--- config.mk ---
export PLATFORM = sky130hd
export DESIGN_NAME = ahb_slave_if
export DESIGN_NICKNAME = d
export VERILOG_FILES = /design/src/rtl/ahb_slave_if.sv
export SDC_FILE = /design/constraint.sdc
export NUM_CORES = 1
export LEC_CHECK = 0
export ABC_AREA = 1
export BUFFER_PORTS_ARGS = -buffer_cell sky130_fd_sc_hd__buf_2
export CORE_MARGIN = 2
export CORE_UTILIZATION = 41
export CTS_CLUSTER_DIAMETER = 60
export DETAILED_ROUTE_END_ITERATION = 10
export GPL_TIMING_DRIVEN = 0
export PLACE_DENSITY = 0.78
export SLEW_MARGIN = 20
export SYNTH_ARGS = -nofsm -noshare
export SYNTH_HDL_FRONTEND = slang
export SYNTH_SLANG_ARGS = --single-unit
--- constraint.sdc ---
create_clock -name hclk -period 1.1 [get_ports hclk]
set_input_delay 0.22 -clock hclk [delete_from_list [all_inputs] [get_ports hclk]]
set_output_delay 0.22 -clock hclk [all_outputs]
set_load 0.005 [all_outputs]
--- src/rtl/ahb_slave_if.sv ---
// AHB slave-side front end for an AHB-to-APB bridge: qualifies transfers, decodes
// the APB slave select, aligns address/data/direction pipelines and signals ERROR.
module ahb_slave_if (
    input  logic        hclk,
    input  logic        hresetn,
    input  logic        hwrite,
    input  logic        hreadyin,
    input  logic [1:0]  htrans,
    input  logic [31:0] haddr,
    input  logic [31:0] hwdata,
    input  logic [31:0] prdata,
    output logic        valid,
    output logic [31:0] haddr1,
    output logic [31:0] haddr2,
    output logic [31:0] hwdata1,
    output logic [31:0] hwdata2,
    output logic        hwrite_reg,
    output logic        hwrite_reg1,
    output logic [2:0]  tempsel,
    output logic [31:0] hrdata,
    output logic [1:0]  hresp,
    output logic        err_hready
);

    typedef enum logic [1:0] {
        ST_OK   = 2'b00,
        ST_ERR1 = 2'b01,
        ST_ERR2 = 2'b10
    } err_state_t;

    localparam logic [1:0] HTRANS_NONSEQ = 2'b10;
    localparam logic [1:0] HTRANS_SEQ    = 2'b11;
    localparam logic [1:0] HRESP_OKAY    = 2'b00;
    localparam logic [1:0] HRESP_ERROR   = 2'b01;

    err_state_t  state_q, state_d;
    logic [31:0] haddr1_q, haddr1_d;
    logic [31:0] haddr2_q, haddr2_d;
    logic [31:0] hwdata1_q, hwdata1_d;
    logic [31:0] hwdata2_q, hwdata2_d;
    logic        hwrite_reg_q, hwrite_reg_d;
    logic        hwrite_reg1_q, hwrite_reg1_d;

    logic [2:0]  tempsel_s;
    logic        active_s;
    logic        valid_s;
    logic [1:0]  hresp_s;
    logic        err_hready_s;

    // Slave select from the top six address bits: three 64 MiB windows at 0x80/0x84/0x88.
    always_comb begin
        tempsel_s = 3'b000;
        case (haddr[31:26])
            6'b100000: tempsel_s = 3'b001;
            6'b100001: tempsel_s = 3'b010;
            6'b100010: tempsel_s = 3'b100;
            default:   tempsel_s = 3'b000;
        endcase
    end

    // Transfer qualification; new requests are suppressed while an ERROR is in flight.
    always_comb begin
        active_s = 1'b0;
        valid_s  = 1'b0;
        if (hreadyin && (htrans == HTRANS_NONSEQ || htrans == HTRANS_SEQ)) begin
            active_s = 1'b1;
        end else begin
            active_s = 1'b0;
        end
        if (active_s && (tempsel_s != 3'b000) && (state_q == ST_OK)) begin
            valid_s = 1'b1;
        end else begin
            valid_s = 1'b0;
        end
    end

    // Pipeline shifts every cycle so APB-side timing never depends on hreadyin.
    always_comb begin
        haddr1_d      = haddr;
        haddr2_d      = haddr1_q;
        hwdata1_d     = hwdata;
        hwdata2_d     = hwdata1_q;
        hwrite_reg_d  = hwrite;
        hwrite_reg1_d = hwrite_reg_q;
    end

    // Error FSM next state: a two-cycle ERROR response, first cycle stalling the bus.
    always_comb begin
        state_d = state_q;
        case (state_q)
            ST_OK: begin
                if (active_s && (tempsel_s == 3'b000)) begin
                    state_d = ST_ERR1;
                end else begin
                    state_d = ST_OK;
                end
            end
            ST_ERR1: state_d = ST_ERR2;
            ST_ERR2: state_d = ST_OK;
            default: state_d = ST_OK;
        endcase
    end

    // Moore response outputs decoded from the error state.
    always_comb begin
        hresp_s      = HRESP_OKAY;
        err_hready_s = 1'b1;
        case (state_q)
            ST_OK: begin
                hresp_s      = HRESP_OKAY;
                err_hready_s = 1'b1;
            end
            ST_ERR1: begin
                hresp_s      = HRESP_ERROR;
                err_hready_s = 1'b0;
            end
            ST_ERR2: begin
                hresp_s      = HRESP_ERROR;
                err_hready_s = 1'b1;
            end
            default: begin
                hresp_s      = HRESP_OKAY;
                err_hready_s = 1'b1;
            end
        endcase
    end

    // State and pipeline registers with synchronous active-low reset.
    always_ff @(posedge hclk) begin
        if (!hresetn) begin
            state_q       <= ST_OK;
            haddr1_q      <= 32'h0000_0000;
            haddr2_q      <= 32'h0000_0000;
            hwdata1_q     <= 32'h0000_0000;
            hwdata2_q     <= 32'h0000_0000;
            hwrite_reg_q  <= 1'b0;
            hwrite_reg1_q <= 1'b0;
        end else begin
            state_q       <= state_d;
            haddr1_q      <= haddr1_d;
            haddr2_q      <= haddr2_d;
            hwdata1_q     <= hwdata1_d;
            hwdata2_q     <= hwdata2_d;
            hwrite_reg_q  <= hwrite_reg_d;
            hwrite_reg1_q <= hwrite_reg1_d;
        end
    end

    assign valid       = valid_s;
    assign tempsel     = tempsel_s;
    assign hrdata      = prdata;
    assign hresp       = hresp_s;
    assign err_hready  = err_hready_s;
    assign haddr1      = haddr1_q;
    assign haddr2      = haddr2_q;
    assign hwdata1     = hwdata1_q;
    assign hwdata2     = hwdata2_q;
    assign hwrite_reg  = hwrite_reg_q;
    assign hwrite_reg1 = hwrite_reg1_q;

endmodule

==> summary.md <==
| Metric | Value |
|---|---|
| Status | finished, violations left |
| H-tree levels | 4 |
| GRT Total Usage | 23.37% |
| Commonest non-fill, non-tap cell in the layout | buf_2 |
| Worst-case clock skew | 0.006604 ns |
| Failing checks | setup timing |
| PD cells | 1713 nW/um^2 |
| Routed WL | 13.33 mm |
| Fin area | 7370 um^2 |
| Post-synth cell types | 11 |
| HP Class | in2reg |
| # clock sinks | 132 |
| Synth-to-Final Area Change | 78.21% |
| Worst setup SP type | register |
| Synthesized Nets | 574 |
| Clock slew at reported path FFs | 0.06 ns |
| Post-Syn Instances | 469 |
| Global-route wire length before repair | 19.87 mm |
| Drt pass-1 iters | 4 |
| DIE HEIGHT | 104.4 um |
| CTS tree | yes |
| Final core occ | 75.40% |
| Die area | 10910 um^2 |
| Num CTS Buffers | 17 |
| Crit-path slowest cell | dfxtp_4 |
| Multi-input gate area | 631.9 um^2 |
| Post-DRT Antenna Nets | 0 |
| FF+latch count, synth | 132 |
| Root Driver | clkbuf_8 |
| Final Hold Viols | 0 |
| Rows | 36 |
| Critical path class | reg2out |
| Max clock buf depth | 2 |
| Post-route setup slack | -0.4734 ns |
| Max capacitance violation total | 0 |
| Post-Synth Simple-Gate Area | 13.31% |
| Core area | 9774 um^2 |
| Sequential fraction of the synthesis area | 63.90% |
| DRC errors left | 0 |
| Total power | 0.01262 W |
| Initial antenna violation count | 0 |
| Most frequent cells in the layout | buf_2, nand2_1, inv_1 |
| Post-Synth XOR/XNOR Area | 0% |
| FILL cells | 636 |
| Clock Latency Late Sink | 0.50 ns |
| Netlist area before placement | 4135 um^2 |
| Crit path capture type | output pin |
| Leak Pwr | 4.566 nW |
| Gp weighted congestion | 0.8252 |
| Max FO, Critical Path | 3 |
| Peak VDD IR | 1.088 mV |
| RSZ-0062 raised after global routing | yes |
| Total gr overflow | 0 |
| CP bufs+invs | 2 |
| Initial Util | 42.31% |
| Vias | 3928 |
| Synth Area in Adders | 0.9077% |
| Yosys warns | 0 |
| Pins Over Slew Limit | 0 |
| Largest net degree at the start of global routing | 17 |
| Mean Syn Cell Area | 8.817 um^2 |
| Largest family of logic cells by synthesized area | buffers and inverters |
| Setup TNS | -7.377 ns |
| CP Cell Sequence | inv_4 -> ha_4 -> nand3_4 -> nor2_2 -> buf_2 |
| Die X | 104.4 um |
| Final setup fails | 133 |
| Vias/cell | 4.148 |
| Total I/O pin count | 271 |
| Worst Path Arrival | 1.35 ns |
| Wire length per cell | 14.07 um |
| Post-synthesis mux area share | 0% |
| Hpwl dp | 8.251 mm |
| Synth Area in Compound Gates | 0% |
| Critical Path RT | 0.88 ns |
| Peak Freq | 635.6 MHz |
| Final period util | 143.0% |
| Share of cells above drive strength 1 | 51.60% |
| IO buf count | 235 |
| Storage cell area | 2750 um^2 |
| Vias in the first global route | 4109 |
| Number of DRC markers in iteration 0 | 148 |
| Crit-path leading delay family | flip-flops |
| NumNets Final | 906 |
| N_diodes | 0 |
| Largest stage delay on the critical path | 0.36 ns |
| Placed instance area | 5478 um^2 |
| Min cycle time layout | 1.573 ns |
## worst paths after layout
| check | to | slack [ns] | start | cells past startpoint |
|---|---|---|---|---|
| min | state_q[0]$_SDFF_PN0_ | 0.06 | hreadyin | 5 |
| max | valid | -0.47 | state_q[0]$_SDFF_PN0_ | 5 |
| max reg2reg | state_q[1]$_SDFF_PN0_ | 0.08 | state_q[1]$_SDFF_PN0_ | 6 |
| min reg2reg | haddr2[16]$_SDFF_PN0_ | 0.43 | haddr1[16]$_SDFF_PN0_ | 2 |
## cell type report
class                   count  area share [%]
plain buffers              48           5.144
clock buffers              21           6.367
clock inverters            11           2.666
inverters                 139           7.148
multi-input cells         150           8.574
flip-flops and latches    132           37.32
well taps                 133           2.258
repair buffers            313           30.53
## stage by stage
step	instances	setup slack (ns)	hold WS [ns]
floorplan	469	0.1829	0.3135
global placement	837	0.005692	0.4014
detailed placement	837	-0.0001384	0.4059
CTS	942	-0.4634	0.03204
global route	947	-0.5332	0.04401
finish	947	-0.4734	0.05952
## synth_stat cells
library cell / n / area [um^2]
nand3_1: 2 / 10.01
buf_4: 33 / 247.7
nor2_1: 7 / 26.28
buf_6: 9 / 101.4
inv_2: 1 / 3.750
dfxtp_1: 132 / 2643
ha_1: 3 / 37.54
conb_1: 1 / 3.750
inv_1: 138 / 518.0
nand2_1: 137 / 514.2
buf_2: 6 / 30.03
## logic make-up (layout without fill, tap and decap cells)
| family | after synthesis | in the layout |
|---|---|---|
| buf+inv | 187 | 532 |
| simple gates | 146 | 146 |
| flops | 132 | 132 |
| fa+ha+maj | 3 | 3 |
| other cells | 1 | 1 |
## routing by layer
| layer | share of wire [%] | global-route usage, % |
|---|---|---|
| met4 | 3.9 | 11.68 |
| met1 | 35 | 22.56 |
| met5 | 0 | 0 |
| met3 | 7.7 | 8.271 |
| met2 | 53 | 43.51 |
## worst reg2reg max path, cell delays in order (launching register included)
cell,delay (ns)
dfxtp_2,0.35
inv_4,0.05
buf_12,0.12
buf_4,0.12
ha_1,0.17
nand2_1,0.07
inv_1,0.04
## power by group
group	switching (W)	internal (W)
Combinational	0.000495	0.000746
Sequential	0.000114	0.00504
Clock	0.00206	0.00416
Total	0.00267	0.00995
## repair_timing
action | 4_1_cts | 5_1_grt
endpoints found under the hold margin | 65 | 0
buffers inserted | 8 | 5
endpoints found under the setup margin | 133 | 134
resized for setup | 109 | 38
pin swaps | 4 | 4
cloned | 0 | 0
hold buffers | 65 | 0
(Power assumes the default switching activity.)
